File: config.mk
export PLATFORM = sky130hd
export DESIGN_NAME = minimac2_rx_writer_flat
export DESIGN_NICKNAME = d
export VERILOG_FILES = /design/src/rtl/minimac2_defs.sv /design/src/rtl/minimac2_rx_writer_if.sv /design/src/rtl/minimac2_crc32.sv /design/src/rtl/minimac2_rx_writer.sv /design/src/flat_wrapper.sv
export SDC_FILE = /design/constraint.sdc
export NUM_CORES = 1
export LEC_CHECK = 0
export ABC_AREA = 1
export BUFFER_PORTS_ARGS = -buffer_cell sky130_fd_sc_hd__buf_2
export CAP_MARGIN = 20
export CORE_ASPECT_RATIO = 0.75
export CORE_MARGIN = 4
export CORE_UTILIZATION = 35
export DETAILED_ROUTE_END_ITERATION = 8
export PLACE_DENSITY = 0.6
export SLEW_MARGIN = 0
export SYNTH_ARGS = -nofsm -noshare
export SYNTH_HDL_FRONTEND = slang
export SYNTH_SLANG_ARGS = --single-unit
File: constraint.sdc
create_clock -name phy_rx_clk -period 2.4 [get_ports phy_rx_clk]
set_input_delay 0.24 -clock phy_rx_clk [delete_from_list [all_inputs] [get_ports phy_rx_clk]]
set_output_delay 0.24 -clock phy_rx_clk [all_outputs]
set_load 0.02 [all_outputs]
File: src/rtl/minimac2_defs.sv
// Shared constants for the minimac2 receive writer: FSM encoding, framing and CRC-32 values.
package minimac2_defs;

    typedef enum logic [1:0] {
        StIdle     = 2'd0,
        StPreamble = 2'd1,
        StData     = 2'd2,
        StDiscard  = 2'd3
    } state_t;

    localparam logic [3:0]  SfdNibble     = 4'hD;
    localparam logic [31:0] CrcPoly       = 32'hEDB8_8320;
    localparam logic [31:0] CrcInit       = 32'hFFFF_FFFF;
    localparam logic [31:0] CrcResidue    = 32'hDEBB_20E3;
    localparam int unsigned MaxFrameLimit = 2048;

endpackage

File: src/rtl/minimac2_rx_writer_if.sv
// MII receive side, slot handshake and ping-pong buffer write ports of the receive writer.
interface minimac2_rx_writer_if;

    logic        phy_dv;
    logic        phy_rx_er;
    logic [3:0]  phy_rx_data;
    logic        rx_ready0;
    logic        rx_ready1;
    logic [7:0]  rxb0_dat;
    logic [7:0]  rxb1_dat;
    logic [10:0] rxb0_adr;
    logic [10:0] rxb1_adr;
    logic        rxb0_we;
    logic        rxb1_we;
    logic        rx_done0;
    logic        rx_done1;
    logic [11:0] rx_count0;
    logic [11:0] rx_count1;
    logic        rx_error;
    logic        rx_overflow;

    modport master (
        input  phy_dv, phy_rx_er, phy_rx_data, rx_ready0, rx_ready1,
        output rxb0_dat, rxb1_dat, rxb0_adr, rxb1_adr, rxb0_we, rxb1_we,
        output rx_done0, rx_done1, rx_count0, rx_count1, rx_error, rx_overflow
    );

    modport slave (
        output phy_dv, phy_rx_er, phy_rx_data, rx_ready0, rx_ready1,
        input  rxb0_dat, rxb1_dat, rxb0_adr, rxb1_adr, rxb0_we, rxb1_we,
        input  rx_done0, rx_done1, rx_count0, rx_count1, rx_error, rx_overflow
    );

endinterface

File: src/rtl/minimac2_crc32.sv
// Combinational byte step of the reflected CRC-32 (LSB first), no inversion.
module minimac2_crc32
    import minimac2_defs::*;
(
    input  logic [31:0] crc,
    input  logic [7:0]  data,
    output logic [31:0] result
);

    always_comb begin
        result = crc ^ {24'h0, data};
        for (int i = 0; i < 8; i++) begin
            result = result[0] ? ((result >> 1) ^ CrcPoly) : (result >> 1);
        end
    end

endmodule

File: src/rtl/minimac2_rx_writer.sv
// MII receive front end: strips preamble, writes bytes into a ping-pong slot, checks length and FCS.
module minimac2_rx_writer
    import minimac2_defs::*;
#(
    parameter int unsigned MIN_FRAME = 64,
    parameter int unsigned MAX_FRAME = 2048,
    parameter bit          CRC_CHECK = 1'b1
) (
    input logic                  phy_rx_clk,
    input logic                  sys_rst_n,
    minimac2_rx_writer_if.master bus
);

    localparam logic [11:0] MinCount = 12'(MIN_FRAME);
    // Slot address is 11 bits, so the limit is clamped to the buffer size.
    localparam logic [11:0] MaxCount =
        (MAX_FRAME > MaxFrameLimit) ? 12'(MaxFrameLimit) : 12'(MAX_FRAME);

    state_t      state;
    logic        slot;
    logic [3:0]  low_nib;
    logic        phase;
    logic [11:0] count;
    logic [31:0] crc;
    logic        hold0;
    logic        hold1;

    logic        avail0;
    logic        avail1;
    logic [7:0]  byte_val;
    logic [31:0] crc_next;
    logic        frame_bad;

    assign avail0    = bus.rx_ready0 & ~hold0;
    assign avail1    = bus.rx_ready1 & ~hold1;
    assign byte_val  = {bus.phy_rx_data, low_nib};
    assign frame_bad = phase | (count < MinCount) | (CRC_CHECK && (crc != CrcResidue));

    minimac2_crc32 u_crc (
        .crc    (crc),
        .data   (byte_val),
        .result (crc_next)
    );

    always_ff @(posedge phy_rx_clk or negedge sys_rst_n) begin
        if (!sys_rst_n) begin
            state           <= StIdle;
            slot            <= 1'b0;
            low_nib         <= 4'h0;
            phase           <= 1'b0;
            count           <= 12'd0;
            crc             <= CrcInit;
            hold0           <= 1'b0;
            hold1           <= 1'b0;
            bus.rxb0_dat    <= 8'h00;
            bus.rxb1_dat    <= 8'h00;
            bus.rxb0_adr    <= 11'd0;
            bus.rxb1_adr    <= 11'd0;
            bus.rxb0_we     <= 1'b0;
            bus.rxb1_we     <= 1'b0;
            bus.rx_done0    <= 1'b0;
            bus.rx_done1    <= 1'b0;
            bus.rx_count0   <= 12'd0;
            bus.rx_count1   <= 12'd0;
            bus.rx_error    <= 1'b0;
            bus.rx_overflow <= 1'b0;
        end else begin
            bus.rxb0_dat    <= 8'h00;
            bus.rxb1_dat    <= 8'h00;
            bus.rxb0_adr    <= 11'd0;
            bus.rxb1_adr    <= 11'd0;
            bus.rxb0_we     <= 1'b0;
            bus.rxb1_we     <= 1'b0;
            bus.rx_done0    <= 1'b0;
            bus.rx_done1    <= 1'b0;
            bus.rx_error    <= 1'b0;
            bus.rx_overflow <= 1'b0;

            unique case (state)
                StIdle: begin
                    if (bus.phy_dv) begin
                        if (avail0) begin
                            slot  <= 1'b0;
                            state <= StPreamble;
                        end else if (avail1) begin
                            slot  <= 1'b1;
                            state <= StPreamble;
                        end else begin
                            bus.rx_overflow <= 1'b1;
                            state           <= StDiscard;
                        end
                    end
                end
                StPreamble: begin
                    if (!bus.phy_dv) begin
                        state <= StIdle;
                    end else if (bus.phy_rx_er) begin
                        bus.rx_error <= 1'b1;
                        state        <= StDiscard;
                    end else if (bus.phy_rx_data == SfdNibble) begin
                        phase <= 1'b0;
                        count <= 12'd0;
                        crc   <= CrcInit;
                        state <= StData;
                    end
                end
                StData: begin
                    if (bus.phy_rx_er) begin
                        bus.rx_error <= 1'b1;
                        state        <= StDiscard;
                    end else if (!bus.phy_dv) begin
                        // The last byte's CRC update has already landed, so judge now.
                        state <= StIdle;
                        if (frame_bad) begin
                            bus.rx_error <= 1'b1;
                        end else if (!slot) begin
                            bus.rx_done0  <= 1'b1;
                            bus.rx_count0 <= count;
                            hold0         <= 1'b1;
                        end else begin
                            bus.rx_done1  <= 1'b1;
                            bus.rx_count1 <= count;
                            hold1         <= 1'b1;
                        end
                    end else if (!phase) begin
                        low_nib <= bus.phy_rx_data;
                        phase   <= 1'b1;
                    end else begin
                        phase <= 1'b0;
                        if (count == MaxCount) begin
                            bus.rx_error <= 1'b1;
                            state        <= StDiscard;
                        end else begin
                            if (!slot) begin
                                bus.rxb0_we  <= 1'b1;
                                bus.rxb0_dat <= byte_val;
                                bus.rxb0_adr <= count[10:0];
                            end else begin
                                bus.rxb1_we  <= 1'b1;
                                bus.rxb1_dat <= byte_val;
                                bus.rxb1_adr <= count[10:0];
                            end
                            count <= count + 12'd1;
                            crc   <= crc_next;
                        end
                    end
                end
                StDiscard: begin
                    if (!bus.phy_dv) begin
                        state <= StIdle;
                    end
                end
                default: state <= StIdle;
            endcase

            // Control releases a held slot by dropping its ready level.
            if (!bus.rx_ready0) begin
                hold0 <= 1'b0;
            end
            if (!bus.rx_ready1) begin
                hold1 <= 1'b0;
            end
        end
    end

endmodule

File: src/flat_wrapper.sv
// flat-port wrapper written by rule: the top's interface ports become plain ports
module minimac2_rx_writer_flat import minimac2_defs::*;
#(
    parameter int unsigned MIN_FRAME = 64,
    parameter int unsigned MAX_FRAME = 2048,
    parameter bit          CRC_CHECK = 1'b1
)
  (phy_rx_clk, sys_rst_n, bus_phy_dv, bus_phy_rx_er, bus_phy_rx_data, bus_rx_ready0, bus_rx_ready1, bus_rxb0_dat, bus_rxb1_dat, bus_rxb0_adr, bus_rxb1_adr, bus_rxb0_we, bus_rxb1_we, bus_rx_done0, bus_rx_done1, bus_rx_count0, bus_rx_count1, bus_rx_error, bus_rx_overflow);
  minimac2_rx_writer_if bus_i ();
  input logic phy_rx_clk;
  input logic sys_rst_n;
  input wire logic [$bits(bus_i.phy_dv)-1:0] bus_phy_dv;
  input wire logic [$bits(bus_i.phy_rx_er)-1:0] bus_phy_rx_er;
  input wire logic [$bits(bus_i.phy_rx_data)-1:0] bus_phy_rx_data;
  input wire logic [$bits(bus_i.rx_ready0)-1:0] bus_rx_ready0;
  input wire logic [$bits(bus_i.rx_ready1)-1:0] bus_rx_ready1;
  output wire logic [$bits(bus_i.rxb0_dat)-1:0] bus_rxb0_dat;
  output wire logic [$bits(bus_i.rxb1_dat)-1:0] bus_rxb1_dat;
  output wire logic [$bits(bus_i.rxb0_adr)-1:0] bus_rxb0_adr;
  output wire logic [$bits(bus_i.rxb1_adr)-1:0] bus_rxb1_adr;
  output wire logic [$bits(bus_i.rxb0_we)-1:0] bus_rxb0_we;
  output wire logic [$bits(bus_i.rxb1_we)-1:0] bus_rxb1_we;
  output wire logic [$bits(bus_i.rx_done0)-1:0] bus_rx_done0;
  output wire logic [$bits(bus_i.rx_done1)-1:0] bus_rx_done1;
  output wire logic [$bits(bus_i.rx_count0)-1:0] bus_rx_count0;
  output wire logic [$bits(bus_i.rx_count1)-1:0] bus_rx_count1;
  output wire logic [$bits(bus_i.rx_error)-1:0] bus_rx_error;
  output wire logic [$bits(bus_i.rx_overflow)-1:0] bus_rx_overflow;
  assign bus_i.phy_dv = bus_phy_dv;
  assign bus_i.phy_rx_er = bus_phy_rx_er;
  assign bus_i.phy_rx_data = bus_phy_rx_data;
  assign bus_i.rx_ready0 = bus_rx_ready0;
  assign bus_i.rx_ready1 = bus_rx_ready1;
  assign bus_rxb0_dat = bus_i.rxb0_dat;
  assign bus_rxb1_dat = bus_i.rxb1_dat;
  assign bus_rxb0_adr = bus_i.rxb0_adr;
  assign bus_rxb1_adr = bus_i.rxb1_adr;
  assign bus_rxb0_we = bus_i.rxb0_we;
  assign bus_rxb1_we = bus_i.rxb1_we;
  assign bus_rx_done0 = bus_i.rx_done0;
  assign bus_rx_done1 = bus_i.rx_done1;
  assign bus_rx_count0 = bus_i.rx_count0;
  assign bus_rx_count1 = bus_i.rx_count1;
  assign bus_rx_error = bus_i.rx_error;
  assign bus_rx_overflow = bus_i.rx_overflow;
  minimac2_rx_writer #(.MIN_FRAME(MIN_FRAME), .MAX_FRAME(MAX_FRAME), .CRC_CHECK(CRC_CHECK)) u_core (.phy_rx_clk(phy_rx_clk), .sys_rst_n(sys_rst_n), .bus(bus_i));
endmodule
==> flow_metrics.tcl <==
set metrics [dict create \
    r2r-end "u_core.crc[21]$_DFFE_PN1P_" \
    cp.required_ns 2.74 \
    die_w_um 163 \
    crit_chain "inv_1 > ha_1 > inv_1 > nor3_2 > nand3_2 > nand2_4 > nand2_2 > nand2_4 > nand2_1 > a21boi_1" \
    yosys_register_bits 122 \
    p_total_mw 9.55 \
    hold_start "bus_rx_ready1" \
    place_ws_ns 0.334 \
    grt_overflow 0 \
    cts_buffers 17 \
    drcViolationCount 0 \
    finalHoldViolations 0 \
    slew_headroom 0.561 \
    initial_core_util 0.358 \
    antennaDiodeCount 0 \
    fin_ws_ns 0.301 \
    dieArea_um2 20300 \
    setup-tns-final_ns 0 \
    reg2reg_depth 10 \
    clock_path_buffers 2 \
    drtAntennaViolNets 0 \
    grt_pass1_wl_um 27000 \
    min_period_ns 2.10 \
    synthTopCellsByArea "dfrtp_1 (36%), nand2_1 (14%), dfstp_2 (13%)" \
    grt_max_degree 52 \
    io_pins 78 \
    synthToLayoutAreaGrowth_pct 20.1 \
    place.gp.congestion 0.867 \
    grt_pass1_vias 4841 \
    die_h_um 125 \
    syn-num-nets 793 \
    critPathMaxStageDelay_ns 0.47 \
    drv_cap 0 \
    critPathMaxFanout 36 \
    yosysTopAreaCellShare 0.355 \
    dp.cells 1086 \
    yosysSeqAreaShare 0.488 \
    finalClockSkew_ns 0.00645 \
    holdCritPathClass "primary input to register" \
    viasPerCell 4.79 \
    n_fill_cell 1794 \
    fin_cells 1119 \
    hold-path-cell-count 2 \
    r2r-start "u_core.count[0]$_DFFE_PN0P_" \
    drive_above_1_share 0.216 \
    synth_area_leader_cell "dfrtp_1" \
    tightest_slew_ns 0.659 \
    rows 42 \
    vias 5359 \
    cts_setup_buffers 0 \
    rsz0062_at_grt "no" \
    clock-sinks 122 \
    crit_type "register to register" \
    dp.final_hpwl_um 12500 \
    leakage_nw 4.09 \
    ys_warn_count 0 \
    hold_end "u_core.hold1$_DFFE_PN0P_" \
    final_nets 880 \
    timing.fmax_mhz 476 \
    firstDrtPassIters 6 \
    drt-total-wl_um 16800 \
    ir_drop_mv 0.610 \
    worstPathArrival_ns 2.44 \
    core-area_um2 17700 \
    outcome "completed" \
    clockRootBuffer "clkbuf_16" \
    end_kind "register" \
    cts_repair_resize_count 0 \
    synthDistinctLibCells 37 \
    maxSlewViolCount 0 \
    setup_violations 0 \
    rrSetupSlack_ns 0.30 \
    syn_avg_cell_area_um2 8.16 \
    ctsHoldBuffers 1 \
    clk_latency_ns 0.41 \
    antenna_found_initial 0 \
    p_per_area_nw_per_um2 1250 \
    start_kind "register" \
    groute.usage.overall 0.170 \
    min_period_over_period 0.875 \
    routedWlPerCell_um 15.0 \
    cp_slowest_cell "dfrtp_1" \
    drt_iter0_drc 582 \
    tritoncts "built" \
    port_buffers 77 \
    netlist_area_um2 6340 \
    clk_pin_slew_worst_paths_ns 0.06 \
    synth_cells 777 \
    cts-htree-levels 4 \
]
==> layout by cell type (no fill, tap or decap), drive strengths merged <==
cell,count
inv,85
a21boi,7
nand4,29
dfstp,32
o21ai,33
xor2,45
xnor2,3
nand3b,1
clkinvlp,2
or2,3
nand2,257
nor2,75
ha,6
clkinv,4
nor3,19
o211ai,1
buf,92
dlygate4sd3,1
nand3,44
o21a,1
a21oi,12
dfrtp,90
clkbuf,23
a22oi,8
bufinv,2
and2,1
o31ai,1
==> state kept, by name, summed over array words and instances (netlist names), 4 cells and up <==
register	flops
u_core.crc	32
u_core.bus.rx_count0	12
u_core.bus.rx_count1	12
u_core.count	12
u_core.bus.rxb0_adr	11
u_core.bus.rxb1_adr	11
u_core.bus.rxb0_dat	8
u_core.bus.rxb1_dat	8
u_core.low_nib	4
==> worst max path at each step <==
stage,startpoint,endpoint,cells after the start
after floorplan,u_core.count[0]$_DFFE_PN0P_,u_core.count[10]$_DFFE_PN0P_,11
after global placement,u_core.count[0]$_DFFE_PN0P_,u_core.crc[18]$_DFFE_PN1P_,10
after detailed placement,u_core.count[0]$_DFFE_PN0P_,u_core.crc[24]$_DFFE_PN1P_,10
after CTS,u_core.count[0]$_DFFE_PN0P_,u_core.crc[24]$_DFFE_PN1P_,10
after global routing,u_core.count[0]$_DFFE_PN0P_,u_core.crc[26]$_DFFE_PN1P_,11
final,u_core.count[0]$_DFFE_PN0P_,u_core.crc[21]$_DFFE_PN1P_,10
==> synthesized netlist by cell type, drive strengths merged <==
| cell type | count |
|---|---|
| ha | 6 |
| dfrtp | 90 |
| nand3b | 1 |
| a22oi | 8 |
| dfstp | 32 |
| inv | 84 |
| a21oi | 12 |
| a21boi | 7 |
| and2 | 1 |
| nand4 | 29 |
| xor2 | 45 |
| nand3 | 44 |
| nor3 | 19 |
| xnor2 | 3 |
| clkbuf | 2 |
| or2 | 3 |
| nand2 | 257 |
| o211ai | 1 |
| o31ai | 1 |
| nor2 | 75 |
| o21a | 1 |
| buf | 23 |
| o21ai | 33 |
==> metal layers <==
layer / track usage / vias up / wire length, µm
met1: 0.283 / 2515 / 8700
met5: 0 / - / 0
met2: 0.209 / 201 / 6480
li1: - / 2630 / -
met4: 0.0562 / 0 / 178
met3: 0.0407 / 13 / 1440
==> kinds of logic (layout without fill, tap and decap cells) <==
group,after synthesis,count (layout),share of synthesized area
and+or+nand+nor,429,429,0.298
buffers and inverters,109,209,0.0776
xor gates and xnor gates,48,48,0.0675
adders and majority gates,6,6,0.0118
AOI/OAI and AO/OA,63,63,0.0575
DFF,122,122,0.488
==> power by group <==
part           total, mW  switching (mW)  internal, mW  leakage, nW
combinational       4.00            2.71          1.29         2.22
clock               2.57           0.907          1.67        0.296
sequential          2.97           0.412          2.56         1.58
total               9.55            4.03          5.52         4.09
==> metrics by stage <==
step	util	hold WS [ns]	instance area, µm²
finish	0.430	0.0808	7610
global route	0.430	0.0803	7610
CTS	0.430	0.0659	7610
detailed placement	0.395	0.321	6990
global placement	0.395	0.323	6990
floorplan	-	-0.0556	6340
==> final cells by class <==
class	count	area, µm²	share of cell area
multi-input combinational	546	2750	0.362
timing repair buffer	93	536	0.0704
clock inverter	9	111	0.0146
clock buffer	23	498	0.0654
sequential	122	3090	0.407
inverter	84	315	0.0414
tap	242	303	0.0398
==> critical path, delay by kind of cell, from the launching register on <==
family                     cells  cell delay [ns]
buffers and inverters          2             0.28
adders and majority gates      1             0.18
AOI/OAI and AO/OA              1             0.14
DFF                            1             0.47
and+or+nand+nor                6             0.95
Power figures use the tool's default switching activity.
